--- src/rtl/display_scheduler.sv ---
// Display sequencer for the 8-digit result display: rate-limits measurement updates,
// saturates shown values, arbitrates with a status-message requester and blanks on timeout.
module display_scheduler #(
    parameter int unsigned HOLD_CYCLES    = 102400,
    parameter int unsigned TIMEOUT_CYCLES = 1024000,
    parameter int unsigned LIMIT          = 99
) (
    input  logic       clk,
    input  logic       rst_n,
    input  logic       meas_valid,
    input  logic [9:0] meas_cents,
    input  logic [2:0] meas_note,
    input  logic       msg_req,
    input  logic [9:0] msg_value,
    input  logic [2:0] msg_code,
    output logic       msg_grant,
    output logic [9:0] num_to_display,
    output logic [2:0] note,
    output logic       upd_strobe,
    output logic       stale
);

    localparam int unsigned    CW         = $clog2(TIMEOUT_CYCLES + 1);
    localparam logic [CW-1:0]  HOLD_LAST  = CW'(HOLD_CYCLES - 1);
    localparam logic [CW-1:0]  TMO_LAST   = CW'(TIMEOUT_CYCLES - 1);
    localparam logic [CW-1:0]  CNT_MAX    = '1;
    localparam logic [2:0]     NOTE_BLANK = 3'h7;

    typedef enum logic [1:0] {
        S_IDLE,
        S_HOLD,
        S_SHOW,
        S_MSG
    } state_t;

    state_t        state_q;
    logic [CW-1:0] hold_q;
    logic [CW-1:0] tmo_q;
    logic          pend_q;
    logic [9:0]    pval_q;
    logic [2:0]    pnote_q;
    logic [9:0]    num_q;
    logic [2:0]    note_q;
    logic          strobe_q;
    logic          grant_q;
    logic          stale_q;

    logic [9:0]    meas_sat;
    logic [9:0]    pend_sat;
    logic [9:0]    msg_sat;

    function automatic logic [9:0] sat(input logic [9:0] v);
        int sv;
        sv = int'($signed(v));
        if (sv > int'(LIMIT))
            return 10'(LIMIT);
        else if (sv < -int'(LIMIT))
            return 10'(-int'(LIMIT));
        return v;
    endfunction

    always_comb begin
        meas_sat = sat(meas_cents);
        pend_sat = sat(pval_q);
        msg_sat  = sat(msg_value);
    end

    // Buffer writes happen by default whenever meas_valid is seen; a direct apply
    // overrides pend_q afterwards, and a buffer apply leaves pend_q = meas_valid.
    always_ff @(posedge clk or negedge rst_n) begin
        if (!rst_n) begin
            state_q  <= S_IDLE;
            hold_q   <= '0;
            tmo_q    <= '0;
            pend_q   <= 1'b0;
            pval_q   <= '0;
            pnote_q  <= '0;
            num_q    <= '0;
            note_q   <= NOTE_BLANK;
            strobe_q <= 1'b0;
            grant_q  <= 1'b0;
            stale_q  <= 1'b0;
        end else begin
            strobe_q <= 1'b0;
            if (tmo_q != CNT_MAX)
                tmo_q <= tmo_q + 1'b1;
            if (meas_valid) begin
                pend_q  <= 1'b1;
                pval_q  <= meas_cents;
                pnote_q <= meas_note;
            end

            case (state_q)
                S_IDLE, S_SHOW: begin
                    if (msg_req) begin
                        num_q    <= msg_sat;
                        note_q   <= msg_code;
                        grant_q  <= 1'b1;
                        strobe_q <= 1'b1;
                        stale_q  <= 1'b0;
                        state_q  <= S_MSG;
                    end else if (meas_valid) begin
                        num_q    <= meas_sat;
                        note_q   <= meas_note;
                        strobe_q <= 1'b1;
                        stale_q  <= 1'b0;
                        pend_q   <= 1'b0;
                        tmo_q    <= '0;
                        hold_q   <= '0;
                        state_q  <= S_HOLD;
                    end else if (pend_q) begin
                        num_q    <= pend_sat;
                        note_q   <= pnote_q;
                        strobe_q <= 1'b1;
                        stale_q  <= 1'b0;
                        pend_q   <= 1'b0;
                        tmo_q    <= '0;
                        hold_q   <= '0;
                        state_q  <= S_HOLD;
                    end else if (state_q == S_SHOW && tmo_q >= TMO_LAST) begin
                        num_q    <= '0;
                        note_q   <= NOTE_BLANK;
                        strobe_q <= 1'b1;
                        stale_q  <= 1'b1;
                        state_q  <= S_IDLE;
                    end
                end
                S_HOLD: begin
                    if (hold_q == HOLD_LAST) begin
                        if (msg_req) begin
                            num_q    <= msg_sat;
                            note_q   <= msg_code;
                            grant_q  <= 1'b1;
                            strobe_q <= 1'b1;
                            stale_q  <= 1'b0;
                            state_q  <= S_MSG;
                        end else if (pend_q) begin
                            num_q    <= pend_sat;
                            note_q   <= pnote_q;
                            strobe_q <= 1'b1;
                            stale_q  <= 1'b0;
                            pend_q   <= meas_valid;
                            tmo_q    <= '0;
                            hold_q   <= '0;
                        end else begin
                            state_q <= S_SHOW;
                        end
                    end else begin
                        hold_q <= hold_q + 1'b1;
                    end
                end
                S_MSG: begin
                    if (msg_req) begin
                        if (msg_sat != num_q || msg_code != note_q) begin
                            num_q    <= msg_sat;
                            note_q   <= msg_code;
                            strobe_q <= 1'b1;
                        end
                    end else begin
                        grant_q  <= 1'b0;
                        strobe_q <= 1'b1;
                        if (pend_q) begin
                            num_q   <= pend_sat;
                            note_q  <= pnote_q;
                            stale_q <= 1'b0;
                            pend_q  <= meas_valid;
                            tmo_q   <= '0;
                            hold_q  <= '0;
                            state_q <= S_HOLD;
                        end else begin
                            num_q   <= '0;
                            note_q  <= NOTE_BLANK;
                            stale_q <= 1'b0;
                            state_q <= S_IDLE;
                        end
                    end
                end
                default: state_q <= S_IDLE;
            endcase
        end
    end

    assign msg_grant      = grant_q;
    assign num_to_display = num_q;
    assign note           = note_q;
    assign upd_strobe     = strobe_q;
    assign stale          = stale_q;

endmodule

--- config.mk ---
export PLATFORM = sky130hd
export DESIGN_NAME = display_scheduler
export DESIGN_NICKNAME = d
export VERILOG_FILES = /design/src/rtl/display_scheduler.sv
export SDC_FILE = /design/constraint.sdc
export NUM_CORES = 1
export LEC_CHECK = 0
export ABC_CLOCK_PERIOD_IN_PS = 6400
export BUFFER_PORTS_ARGS = -buffer_cell sky130_fd_sc_hd__buf_2
export CAP_MARGIN = 30
export CELL_PAD_IN_SITES_DETAIL_PLACEMENT = 1
export CELL_PAD_IN_SITES_GLOBAL_PLACEMENT = 1
export CORE_ASPECT_RATIO = 1.4
export CORE_UTILIZATION = 49
export DETAILED_ROUTE_END_ITERATION = 12
export PLACE_DENSITY = 0.94
export SYNTH_ARGS = -nofsm -noshare
export SYNTH_HDL_FRONTEND = slang
export SYNTH_SLANG_ARGS = --single-unit
export TNS_END_PERCENT = 1
--- constraint.sdc ---
create_clock -name clk -period 6.4 [get_ports clk]
set_input_delay 1.6 -clock clk [delete_from_list [all_inputs] [get_ports clk]]
set_output_delay 1.6 -clock clk [all_outputs]
set_load 0.05 [all_outputs]
==> impl_metrics.yaml <==
drt:
  detail-route-antenna-nets: 0
  dr.pass1.iters: 4
  drc: 0
  viasPerCell: 6.50
  drtIter0Drc: 262
  routed_wl_um: 12900
  vias: 4027
  wire_per_inst_um: 20.9
worst_setup_path:
  setup.worst_path.end_class: "register"
  slowest_stage: "o21ai_1"
  critPathKind: "in -> reg"
  rr_endpoint: "tmo_q[5]"
  required_ps: 6630
  reg2reg_slack_ps: 3370
  reg2regPathDepth: 8
  slowest_delay_ps: 580
  crit_arrival_ps: 3720
  cp-start-kind: "input pin"
  rr_startpoint: "hold_q[0]"
  cp_max_fo: 19
  path_cells: "buf_2, nor2b_1, nor2_1, o21ai_1, o21ai_0, a21o_1"
clock_network:
  clock_sinks: 72
  post_cts.resized_instances: 0
  cts_tree: "done"
  cts_buffers: 9
  htree_levels: 3
  cts_hold_buf: 0
  clk_pin_slew_ps: 60
  clockRootBuffer: "clkbuf_16"
  clk_latency_ps: 340
  clk_path_buf_depth: 2
  postCtsSetupBuffers: 0
synth:
  synth_area_sq_mm: 0.00430
  synth.area.mux_share_pct: 7.83
  ys_seq_elements: 72
  synth-edff-count: 0
  synth_most_common_cell: "dfrtp_1"
  synth_xor_area_share_pct: 3.87
  ys_warn_count: 0
  synth_top_family_by_area: "simple AND/OR/NAND/NOR gates"
  syn_inst: 475
  synth-simple-area-share_pct: 22.6
  synth.distinct_cells: 61
  synth.area.top_cells: "dfrtp_1 (40%), nor2_1 (5.2%), mux2_2 (4.5%), o21ai_0 (4.3%), nand2_1 (3.8%)"
  yosys.area.top_type: "dfrtp_1"
  yosys.area.top_type_share_pct: 40.2
  netlist_top_cells_count: "dfrtp_1 (69), nor2_1 (60), nand2_1 (44)"
  ys.flop_type: "dfrtp_1"
  synth-compound-area-share_pct: 19.5
  synth.yosys.seq_area_share_pct: 42.0
  synthAdderAreaFrac_pct: 0.582
  syn_avg_cell_area_sq_um: 9.05
  syn-num-nets: 507
  async_flop_share_pct: 100
power:
  power_frac_comb_pct: 29.2
  leakage_nw: 2.02
  power.share.clock_pct: 27.5
  p_int_mw: 1.06
  switching_share_pct: 38.2
  p_switching_mw: 0.655
  powerDensity_mw_per_mm2: 355
  pwr-share-seq_pct: 43.3
  ir_worst_vdd_mv: 0.225
cells_and_area:
  final_cells: 620
  nets: 542
  drive_gt1_share_pct: 19.4
  syn_to_final_growth_pct: 12.4
  diodes: 0
sta:
  fin_crit_sh_pct: 54.5
  post-route-min-period_ps: 3490
  slew_violations: 0
  clock.fmax_mhz: 287
  skew_ps: 10.3
  hold_viol: 0
  worstMarginPinSlew_ps: 1010
  rsz0062_at_grt: "false"
  max-slew-margin-rel_pct: 32.7
  fin_setup_tns_ps: 0
  finalSetupViolCount: 0
worst_hold_path:
  hold_class: "reg -> reg"
  min_from: "hold_q[19]"
  worst_hold_path.num_cells: 1
  hold_end: "hold_q[19]"
placed_design:
  gp_routability_congestion: 0.939
  dp_hpwl_um: 8860
  post-place-cells: 604
  place.port_buffers: 45
job:
  drv_cap: 0
die:
  die_x_um: 81.2
  dieArea_sq_mm: 0.00916
  initial_core_util_pct: 50.2
  placementRows: 40
  pin_count: 46
  coreArea_sq_mm: 0.00856
  dieHeight_um: 113
outcome:
  status: "finished, final reports clean"
global_route:
  grt_overflow: 0
  track_usage_pct: 31.1
  antenna_found_initial: 0
  grt_pass1_vias: 4364
  grt_max_degree: 73
  grt_pass1_wl_um: 21500
[power by group through the flow]
stage               registers [mW]  logic, mW  clock network [mW]
CTS                          0.742      0.505               0.482
finish                       0.743      0.502               0.471
detailed placement           0.745      0.498                   0
global route                 0.764      0.551               0.496
floorplan                    0.822      0.261                   0
global placement             0.734      0.476                   0
[flip-flops by register name, summed over array words and instances (netlist names)]
name and cells:
msg_grant 1, pval_q 10, hold_q 20, pend_q 1, pnote_q 3, state_q 2, note 3, stale 1
num_to_display 10, upd_strobe 1, tmo_q 20
[how the worst max path moves through the flow]
stage	from	endpoint
3_3_place_gp	meas_valid	tmo_q[14]
4_1_cts	meas_valid	hold_q[3]
6_report	meas_valid	hold_q[3]
5_1_grt	msg_value[1]	num_to_display[7]
2_1_floorplan	msg_value[4]	num_to_display[1]
3_5_place_dp	msg_value[4]	num_to_display[7]
[layout make-up]
class	instances	area, sq um
fillers	1015	3720
repair buffers	47	240
flip-flops and latches	72	1810
clock inverters	3	17.5
multi-input cells	370	2340
inverters	10	37.5
well taps	105	131
clock buffers	13	260
[metrics by stage]
| stage | setup slack, ps | power [mW] | cell area, sq um | util (%) | hold slack (ps) |
|---|---|---|---|---|---|
| after floorplan | 2850 | 1.08 | 4300 | - | 446 |
| after global placement | 2750 | 1.21 | 4560 | 53.2 | 476 |
| after detailed placement | 2630 | 1.24 | 4560 | 53.2 | 497 |
| after CTS | 2940 | 1.73 | 4830 | 56.5 | 516 |
| after global routing | 2790 | 1.81 | 4830 | 56.5 | 541 |
| final | 2910 | 1.72 | 4830 | 56.5 | 525 |
[per-layer routing]
layer	GRT usage (%)	up-vias	routed length, um
met5	0	-	0
met4	21.7	0	787
met3	5.65	60	520
met2	54.6	136	6920
met1	32.5	2019	4720
li1	-	1812	-
[logic make-up (layout without fill, tap and decap cells)]
| group | count (synthesis) | after routing |
|---|---|---|
| AOI/OAI and AO/OA | 128 | 128 |
| buffers and inverters | 33 | 73 |
| xor gates and xnor gates | 19 | 19 |
| adders and majority gates | 2 | 2 |
| DFF | 72 | 72 |
| muxes | 27 | 27 |
| and+or+nand+nor | 194 | 194 |
[placed cells by master, fill, tap and decap left out, types with 3 or more instances in the layout]
master and n:
o2111ai_1 4, and2_1 3, nor2b_1 6, and4_1 3, a21o_1 3, buf_2 45, nand4_1 20, nor3b_1 3
nand2b_1 8, o211ai_1 5, dfstp_2 3, inv_1 10, o31ai_1 7, o21ai_0 37, xnor2_1 7, nor4_1 4
dfrtp_1 69, nor3_1 11, xor2_1 12, clkbuf_16 9, o21a_1 5, a211oi_1 5, nor2_1 59, o22ai_1 4
nand3_1 12, a31oi_1 10, nand2_1 44, and3_1 8, mux2_4 9, a21oi_1 22, a22oi_1 3, a32oi_1 4
mux2_2 17
[worst max-delay path: cells and delay by family]
| family | cells | cell delay (ps) |
|---|---|---|
| buffers and inverters | 1 | 340 |
| AOI/OAI and AO/OA | 3 | 1040 |
| and+or+nand+nor | 2 | 730 |
Power figures use the tool's default switching activity.
